**src/rtl/waterfall_writer.sv**
```systemverilog
// -----------------------------------------------------------------------------
// waterfall_writer
//
// Takes a streamed FFT magnitude frame, keeps the positive-frequency half
// (bins 0..BINS-1), compresses each bin to a DATA_WIDTH log-scale intensity
// and writes it as one row of the banked circular waterfall RAM. After reset
// or clear_req the whole waterfall is swept to zero before frames are taken.
//
// Ports
//   clk, rst_n       clock, asynchronous active-low reset
//   s_mag/s_valid/   magnitude stream, bin order 0..FFT_SIZE-1,
//   s_last/s_ready   s_last marks bin FFT_SIZE-1
//   clear_req        one-cycle pulse, restart the zero sweep
//   wr_bank_en       one-hot bank write strobe (all zero = idle)
//   wr_addr/wr_data  address within bank, intensity
//   oldest_fft_idx   row that will be overwritten next
//   busy             zero sweep in progress
//   frame_err        one-cycle pulse, malformed frame discarded
//
// state | meaning
// ------+------------------------------------------------------------
// CLEAR | zero sweep, one RAM word per cycle, stream held off
// RUN   | accepting frame samples, bins < BINS are written
// DROP  | frame overran without s_last, consume until s_last
// -----------------------------------------------------------------------------
module waterfall_writer #(
    parameter int FFT_SIZE       = 256,
    parameter int DATA_WIDTH     = 4,
    parameter int MAG_WIDTH      = 32,
    parameter int NO_FFTS        = 50,
    parameter int NO_BANKS       = 2,
    parameter int RAM_ADDR_WIDTH = 12,
    parameter int LOG_OFFSET     = 8,
    parameter int IDX_WIDTH      = $clog2(NO_FFTS)
) (
    input  logic                      clk,
    input  logic                      rst_n,
    input  logic [MAG_WIDTH-1:0]      s_mag,
    input  logic                      s_valid,
    input  logic                      s_last,
    output logic                      s_ready,
    input  logic                      clear_req,
    output logic [NO_BANKS-1:0]       wr_bank_en,
    output logic [RAM_ADDR_WIDTH-1:0] wr_addr,
    output logic [DATA_WIDTH-1:0]     wr_data,
    output logic [IDX_WIDTH-1:0]      oldest_fft_idx,
    output logic                      busy,
    output logic                      frame_err
);

    localparam int BINS          = FFT_SIZE / 2;
    localparam int ROWS_PER_BANK = (2 ** RAM_ADDR_WIDTH) / BINS;
    localparam int KW            = $clog2(FFT_SIZE);
    localparam int LW            = $clog2(NO_FFTS * BINS);
    localparam int QMAX          = (2 ** DATA_WIDTH) - 1;

    localparam logic [KW-1:0]        K_LAST     = KW'(FFT_SIZE - 1);
    localparam logic [KW-1:0]        K_BINS     = KW'(BINS);
    localparam logic [IDX_WIDTH-1:0] ROW_LAST   = IDX_WIDTH'(NO_FFTS - 1);
    localparam logic [LW-1:0]        SWEEP_LAST = LW'(NO_FFTS * BINS - 1);

    typedef enum logic [1:0] {
        CLEAR = 2'd0,
        RUN   = 2'd1,
        DROP  = 2'd2
    } state_t;

    // Row/bin to {one-hot bank, address within bank}.
    function automatic logic [NO_BANKS+RAM_ADDR_WIDTH-1:0] map_rb(input int r, input int b);
        logic [NO_BANKS-1:0]       bank;
        logic [RAM_ADDR_WIDTH-1:0] addr;
        for (int i = 0; i < NO_BANKS; i++) begin
            bank[i] = ((r / ROWS_PER_BANK) == i);
        end
        addr = RAM_ADDR_WIDTH'((r % ROWS_PER_BANK) * BINS + b);
        return {bank, addr};
    endfunction

    // MSB position minus LOG_OFFSET, saturated to the intensity range.
    function automatic logic [DATA_WIDTH-1:0] quant(input logic [MAG_WIDTH-1:0] mag);
        int m;
        m = -1;
        for (int i = 0; i < MAG_WIDTH; i++) begin
            if (mag[i]) m = i;
        end
        if (m < LOG_OFFSET) return '0;
        if ((m - LOG_OFFSET + 1) > QMAX) return DATA_WIDTH'(QMAX);
        return DATA_WIDTH'(m - LOG_OFFSET + 1);
    endfunction

    state_t                    state_q, state_d;
    logic [LW-1:0]             sweep_q, sweep_d;
    logic [KW-1:0]             k_q, k_d;
    logic [IDX_WIDTH-1:0]      row_q, row_d;
    logic                      s_ready_q, s_ready_d;
    logic                      busy_q, busy_d;

    // stage 1: encoded sample
    logic                      s1_we_q, s1_we_d;
    logic [NO_BANKS-1:0]       s1_bank_q, s1_bank_d;
    logic [RAM_ADDR_WIDTH-1:0] s1_addr_q, s1_addr_d;
    logic [DATA_WIDTH-1:0]     s1_data_q, s1_data_d;
    logic                      s1_commit_q, s1_commit_d;
    logic [IDX_WIDTH-1:0]      s1_row_q, s1_row_d;
    logic                      s1_err_q, s1_err_d;

    // stage 2: outputs
    logic [NO_BANKS-1:0]       wr_bank_q, wr_bank_d;
    logic [RAM_ADDR_WIDTH-1:0] wr_addr_q, wr_addr_d;
    logic [DATA_WIDTH-1:0]     wr_data_q, wr_data_d;
    logic [IDX_WIDTH-1:0]      oldest_q, oldest_d;
    logic                      frame_err_q, frame_err_d;

    logic                      accept;
    logic [IDX_WIDTH-1:0]      row_next;

    always_ff @(posedge clk or negedge rst_n) begin
        if (!rst_n) begin
            state_q     <= CLEAR;
            sweep_q     <= '0;
            k_q         <= '0;
            row_q       <= '0;
            s_ready_q   <= 1'b0;
            busy_q      <= 1'b1;
            s1_we_q     <= 1'b0;
            s1_bank_q   <= '0;
            s1_addr_q   <= '0;
            s1_data_q   <= '0;
            s1_commit_q <= 1'b0;
            s1_row_q    <= '0;
            s1_err_q    <= 1'b0;
            wr_bank_q   <= '0;
            wr_addr_q   <= '0;
            wr_data_q   <= '0;
            oldest_q    <= '0;
            frame_err_q <= 1'b0;
        end else begin
            state_q     <= state_d;
            sweep_q     <= sweep_d;
            k_q         <= k_d;
            row_q       <= row_d;
            s_ready_q   <= s_ready_d;
            busy_q      <= busy_d;
            s1_we_q     <= s1_we_d;
            s1_bank_q   <= s1_bank_d;
            s1_addr_q   <= s1_addr_d;
            s1_data_q   <= s1_data_d;
            s1_commit_q <= s1_commit_d;
            s1_row_q    <= s1_row_d;
            s1_err_q    <= s1_err_d;
            wr_bank_q   <= wr_bank_d;
            wr_addr_q   <= wr_addr_d;
            wr_data_q   <= wr_data_d;
            oldest_q    <= oldest_d;
            frame_err_q <= frame_err_d;
        end
    end

    always_comb begin
        accept   = s_valid & s_ready_q;
        row_next = (row_q == ROW_LAST) ? '0 : row_q + 1'b1;

        state_d     = state_q;
        sweep_d     = sweep_q;
        k_d         = k_q;
        row_d       = row_q;
        // s_ready/busy are registered views of the state, so they lag by one
        // cycle on entry to RUN and on clear_req.
        s_ready_d   = (state_q != CLEAR) && !clear_req;
        busy_d      = !s_ready_d;

        s1_we_d     = 1'b0;
        s1_bank_d   = s1_bank_q;
        s1_addr_d   = s1_addr_q;
        s1_data_d   = s1_data_q;
        s1_commit_d = 1'b0;
        s1_row_d    = s1_row_q;
        s1_err_d    = 1'b0;

        wr_bank_d   = s1_we_q ? s1_bank_q : '0;
        wr_addr_d   = s1_addr_q;
        wr_data_d   = s1_data_q;
        oldest_d    = s1_commit_q ? s1_row_q : oldest_q;
        frame_err_d = s1_err_q;

        unique case (state_q)
            CLEAR: begin
                {wr_bank_d, wr_addr_d} = map_rb(int'(sweep_q) / BINS, int'(sweep_q) % BINS);
                wr_data_d = '0;
                if (sweep_q == SWEEP_LAST) begin
                    state_d = RUN;
                    sweep_d = '0;
                    row_d   = '0;
                    k_d     = '0;
                end else begin
                    sweep_d = sweep_q + 1'b1;
                end
            end

            RUN, DROP: begin
                if (clear_req) begin
                    // Drop whatever is in flight; the sweep owns the RAM port next.
                    state_d     = CLEAR;
                    sweep_d     = '0;
                    row_d       = '0;
                    k_d         = '0;
                    oldest_d    = '0;
                    wr_bank_d   = '0;
                    frame_err_d = 1'b0;
                end else if (accept && (state_q == RUN)) begin
                    s1_we_d                = (k_q < K_BINS);
                    {s1_bank_d, s1_addr_d} = map_rb(int'(row_q), int'(k_q));
                    s1_data_d              = quant(s_mag);
                    if (s_last) begin
                        k_d = '0;
                        if (k_q == K_LAST) begin
                            s1_commit_d = 1'b1;
                            s1_row_d    = row_next;
                            row_d       = row_next;
                        end else begin
                            s1_err_d = 1'b1;
                        end
                    end else if (k_q == K_LAST) begin
                        s1_err_d = 1'b1;
                        k_d      = '0;
                        state_d  = DROP;
                    end else begin
                        k_d = k_q + 1'b1;
                    end
                end else if (accept && s_last) begin
                    state_d = RUN;
                    k_d     = '0;
                end
            end

            default: begin
                state_d = CLEAR;
                sweep_d = '0;
            end
        endcase
    end

    assign s_ready        = s_ready_q;
    assign busy           = busy_q;
    assign wr_bank_en     = wr_bank_q;
    assign wr_addr        = wr_addr_q;
    assign wr_data        = wr_data_q;
    assign oldest_fft_idx = oldest_q;
    assign frame_err      = frame_err_q;

endmodule

```
**config.mk**
```make
export PLATFORM = sky130hd
export DESIGN_NAME = waterfall_writer
export DESIGN_NICKNAME = d
export VERILOG_FILES = /design/src/rtl/waterfall_writer.sv
export SDC_FILE = /design/constraint.sdc
export NUM_CORES = 1
export LEC_CHECK = 0
export CAP_MARGIN = 15
export CORE_MARGIN = 2
export CORE_UTILIZATION = 55
export CTS_CLUSTER_DIAMETER = 60
export DETAILED_ROUTE_END_ITERATION = 12
export PLACE_DENSITY_LB_ADDON = 0.3
export RECOVER_POWER = 25
export SLEW_MARGIN = 20
export SYNTH_ARGS = -nofsm -noshare
export SYNTH_HDL_FRONTEND = slang
export SYNTH_SLANG_ARGS = --single-unit
```
**constraint.sdc**
```tcl
create_clock -name clk -period 2.45 [get_ports clk]
set_input_delay 0.49 -clock clk [delete_from_list [all_inputs] [get_ports clk]]
set_output_delay 0.49 -clock clk [all_outputs]
set_load 0.01 [all_outputs]
```
==> flow_summary.ini <==
[run_status]
status = finished with violations
violations = negative setup slack

[clock_tree]
h-tree-depth = 3
worstSkewPairLatency_ns = 0.37
clock_path_buffers = 2
path_clk_slew_ns = 0.09
cts-buffers-inserted = 9
cts_root_buffer = clkbuf_8
cts_tree = built
clkSinkCount = 83

[critical_path]
crit_fanout = 4
path_class = input pin to flop
crit_start = s_mag[1]
critPathArrivalTime_ns = 4.01
worst-r2r-cell-count = 9
worstPathRequired_ns = 2.68
cp-end-kind = flop
r2r-start = k_q[0]
rr_endpoint = state_q[1]
critPathLaunchType = input pin
r2r_setup_slack_ns = 0.13

[timing]
final_max_slew_viol_count = 0
min_period_over_period_pct = 154
rsz0062_at_grt = yes
hold_violations = 0
setup_slack_ns = -1.33
fmax_mhz = 265
setup_viol = 4
fin_skew_ns = 0.0118
min_period_ns = 3.78
slew_headroom_pct = 30.5
worst_pin_slew_ns = 1.04

[detailed_routing]
first_pass_iters = 5
ant_nets = 0
wl_per_cell_um = 18.2
vias = 4202
drtIter0Drc = 242
via_per_inst = 6.05
wirelength_um = 12600
drcViolationCount = 0

[flow_run]
maxCapViolations = 0

[finish]
most-common-layout-cells = dfrtp_1, nand2_1, buf_4, nor2_1, clkdlybuf4s50_1
nFillCells = 475
fin_nets = 646
drive_gt1_share_pct = 27.8
synthToLayoutAreaGrowth_pct = 37.6
stdcell_area_mm2 = 0.00612
regArea_mm2 = 0.00208
layout_commonest_cell = dfrtp_1
diodes = 0
multi_input_area_mm2 = 0.00259

[yosys]
yosysWarningCount = 0
synth_cell_types = 56
yosysSeqAreaShare_pct = 46.7
synthFlopType = dfrtp_1
syn_avg_cell_area_um2 = 9.47
synth-seq-cells = 83
syn_nets = 528
syn_inst = 470
async_flop_share_pct = 100
synthesis.area_mm2 = 0.00445
synth_edf_count = 0

[global_routing]
grtUsageTotal_pct = 25.9
antenna_found_initial = 0
grt_max_degree = 45
grt_pass1_vias = 4034
grt_overflow = 0
grt_pass1_wl_um = 18200

[power_and_ir_drop]
power_mw = 2.75
p_leak_nw = 2.76
peakVddDrop_mv = 0.267
powerDensity_mw_per_mm2 = 450

[floorplan]
die_w_um = 93.9
row_count = 32
die-height_um = 93.9
initial_core_util_pct = 57.3
core-area_mm2 = 0.00777
io_pins = 64
die-area_mm2 = 0.00882

[placement]
hpwl_um = 7550
port_buffers = 63
place.gp.congestion = 0.885
place_area_mm2 = 0.00554

[hold_path]
hold_path_class = input pin to asynchronous set/reset pin
[per-layer routing]
| layer | global-route usage [%] | share of wire (%) | up-vias |
|---|---|---|---|
| li1 | - | - | 1899 |
| met4 | 10.0 | 5.1 | 0 |
| met5 | 0 | 0 | - |
| met2 | 44.8 | 51 | 204 |
| met3 | 4.98 | 5.8 | 65 |
| met1 | 32.0 | 38 | 2034 |
[cell usage after synthesis, types with 7 or more instances]
cell type	instances	share of area [%]
nand3_1	26	2.9
nor2_1	41	3.5
nor3_1	10	1.1
ha_1	21	5.9
mux2_2	13	3.3
nand2b_1	12	1.7
xor2_1	7	1.4
inv_1	14	1.2
nand2_1	71	6.0
o21ai_1	9	1.0
nor2b_1	8	1.1
clkbuf_1	12	1.0
o21ai_0	27	3.0
a21oi_1	9	1.0
o31ai_1	10	1.7
nor4_1	10	1.4
dfrtp_1	82	46
and3_1	8	1.1
mux2i_1	10	2.2
[flip-flops by register name (all words and copies together), names as in the netlist, 2 cells and up]
signal,cells
row_q,6
state_q,2
wr_data,4
wr_addr,12
wr_bank_en,2
s1_data_q,4
s1_row_q,6
s1_bank_q,2
k_q,8
oldest_fft_idx,6
s1_addr_q,12
sweep_q,13
[layout make-up]
cell class                      count  share of cell area, %
Clock inverter                      6                   1.57
Sequential cell                    83                   33.9
Clock buffer                       10                   2.25
Tap cell                          102                   2.08
Timing Repair Buffer              125                   17.1
Inverter                           14                  0.858
Multi-Input combinational cell    355                   42.2
[metrics by stage]
| step | instances | setup slack (ns) | hold WS [ns] | util (%) | TNS, ns |
|---|---|---|---|---|---|
| detailed placement | 666 | -1.54 | 0.466 | 71.3 | -6.15 |
| CTS | 690 | -0.721 | 0.108 | 76.1 | -2.86 |
| finish | 695 | -1.33 | 0.273 | 78.8 | -5.13 |
| global placement | 666 | -1.41 | 0.449 | 71.3 | -5.60 |
| floorplan | 470 | -0.882 | 0.194 | - | -3.51 |
| global route | 695 | -1.52 | 0.366 | 78.8 | -5.60 |
[report_power, final]
group	internal [mW]	total, mW	switching, mW
Combinational	0.104	0.234	0.130
Sequential	1.37	1.37	0
Clock	0.614	1.15	0.536
Total	2.09	2.75	0.666
[worst max-delay path: stages]
cell and delay [ns]:
buf_6 0.10, buf_6 0.11, nor3b_2 0.18, nor3_1 0.09, o31ai_2 0.32, o2111ai_2 0.23, a21oi_2 0.22, inv_1 0.07
ha_2 0.20, nand2_4 0.10, nand3_4 0.09, ha_4 0.25, nor4b_4 0.33, nand4_1 0.20, nor4_2 0.32, o211ai_1 0.15
o21a_2 0.28, nor2b_1 0.15, o21ai_1 0.11
[kinds of logic after synthesis]
| family | share of synthesized area, % |
|---|---|
| simple gates | 23.3 |
| compound gates | 13.0 |
| flops | 46.7 |
| buf+inv | 2.98 |
| mux | 5.54 |
| fa+ha+maj | 5.91 |
| xor+xnor | 2.56 |
[timing repair]
action,4_1_cts,5_1_grt
pin swaps,36,28
setup buffers,8,6
hold buffers,0,0
cloned,0,0
endpoints found under the setup margin,4,8
gates resized for setup,74,43
[worst max-delay path by stage]
| stage | endpoint | slack, ns | cells after the start |
|---|---|---|---|
| floorplan | s1_data_q[1] | -0.88 | 15 |
| detailed placement | s1_data_q[1] | -1.54 | 17 |
| global placement | s1_data_q[0] | -1.41 | 17 |
| global route | s1_data_q[1] | -1.52 | 19 |
| finish | s1_data_q[1] | -1.33 | 19 |
| CTS | s1_data_q[1] | -0.72 | 16 |
(Power assumes the default switching activity.)
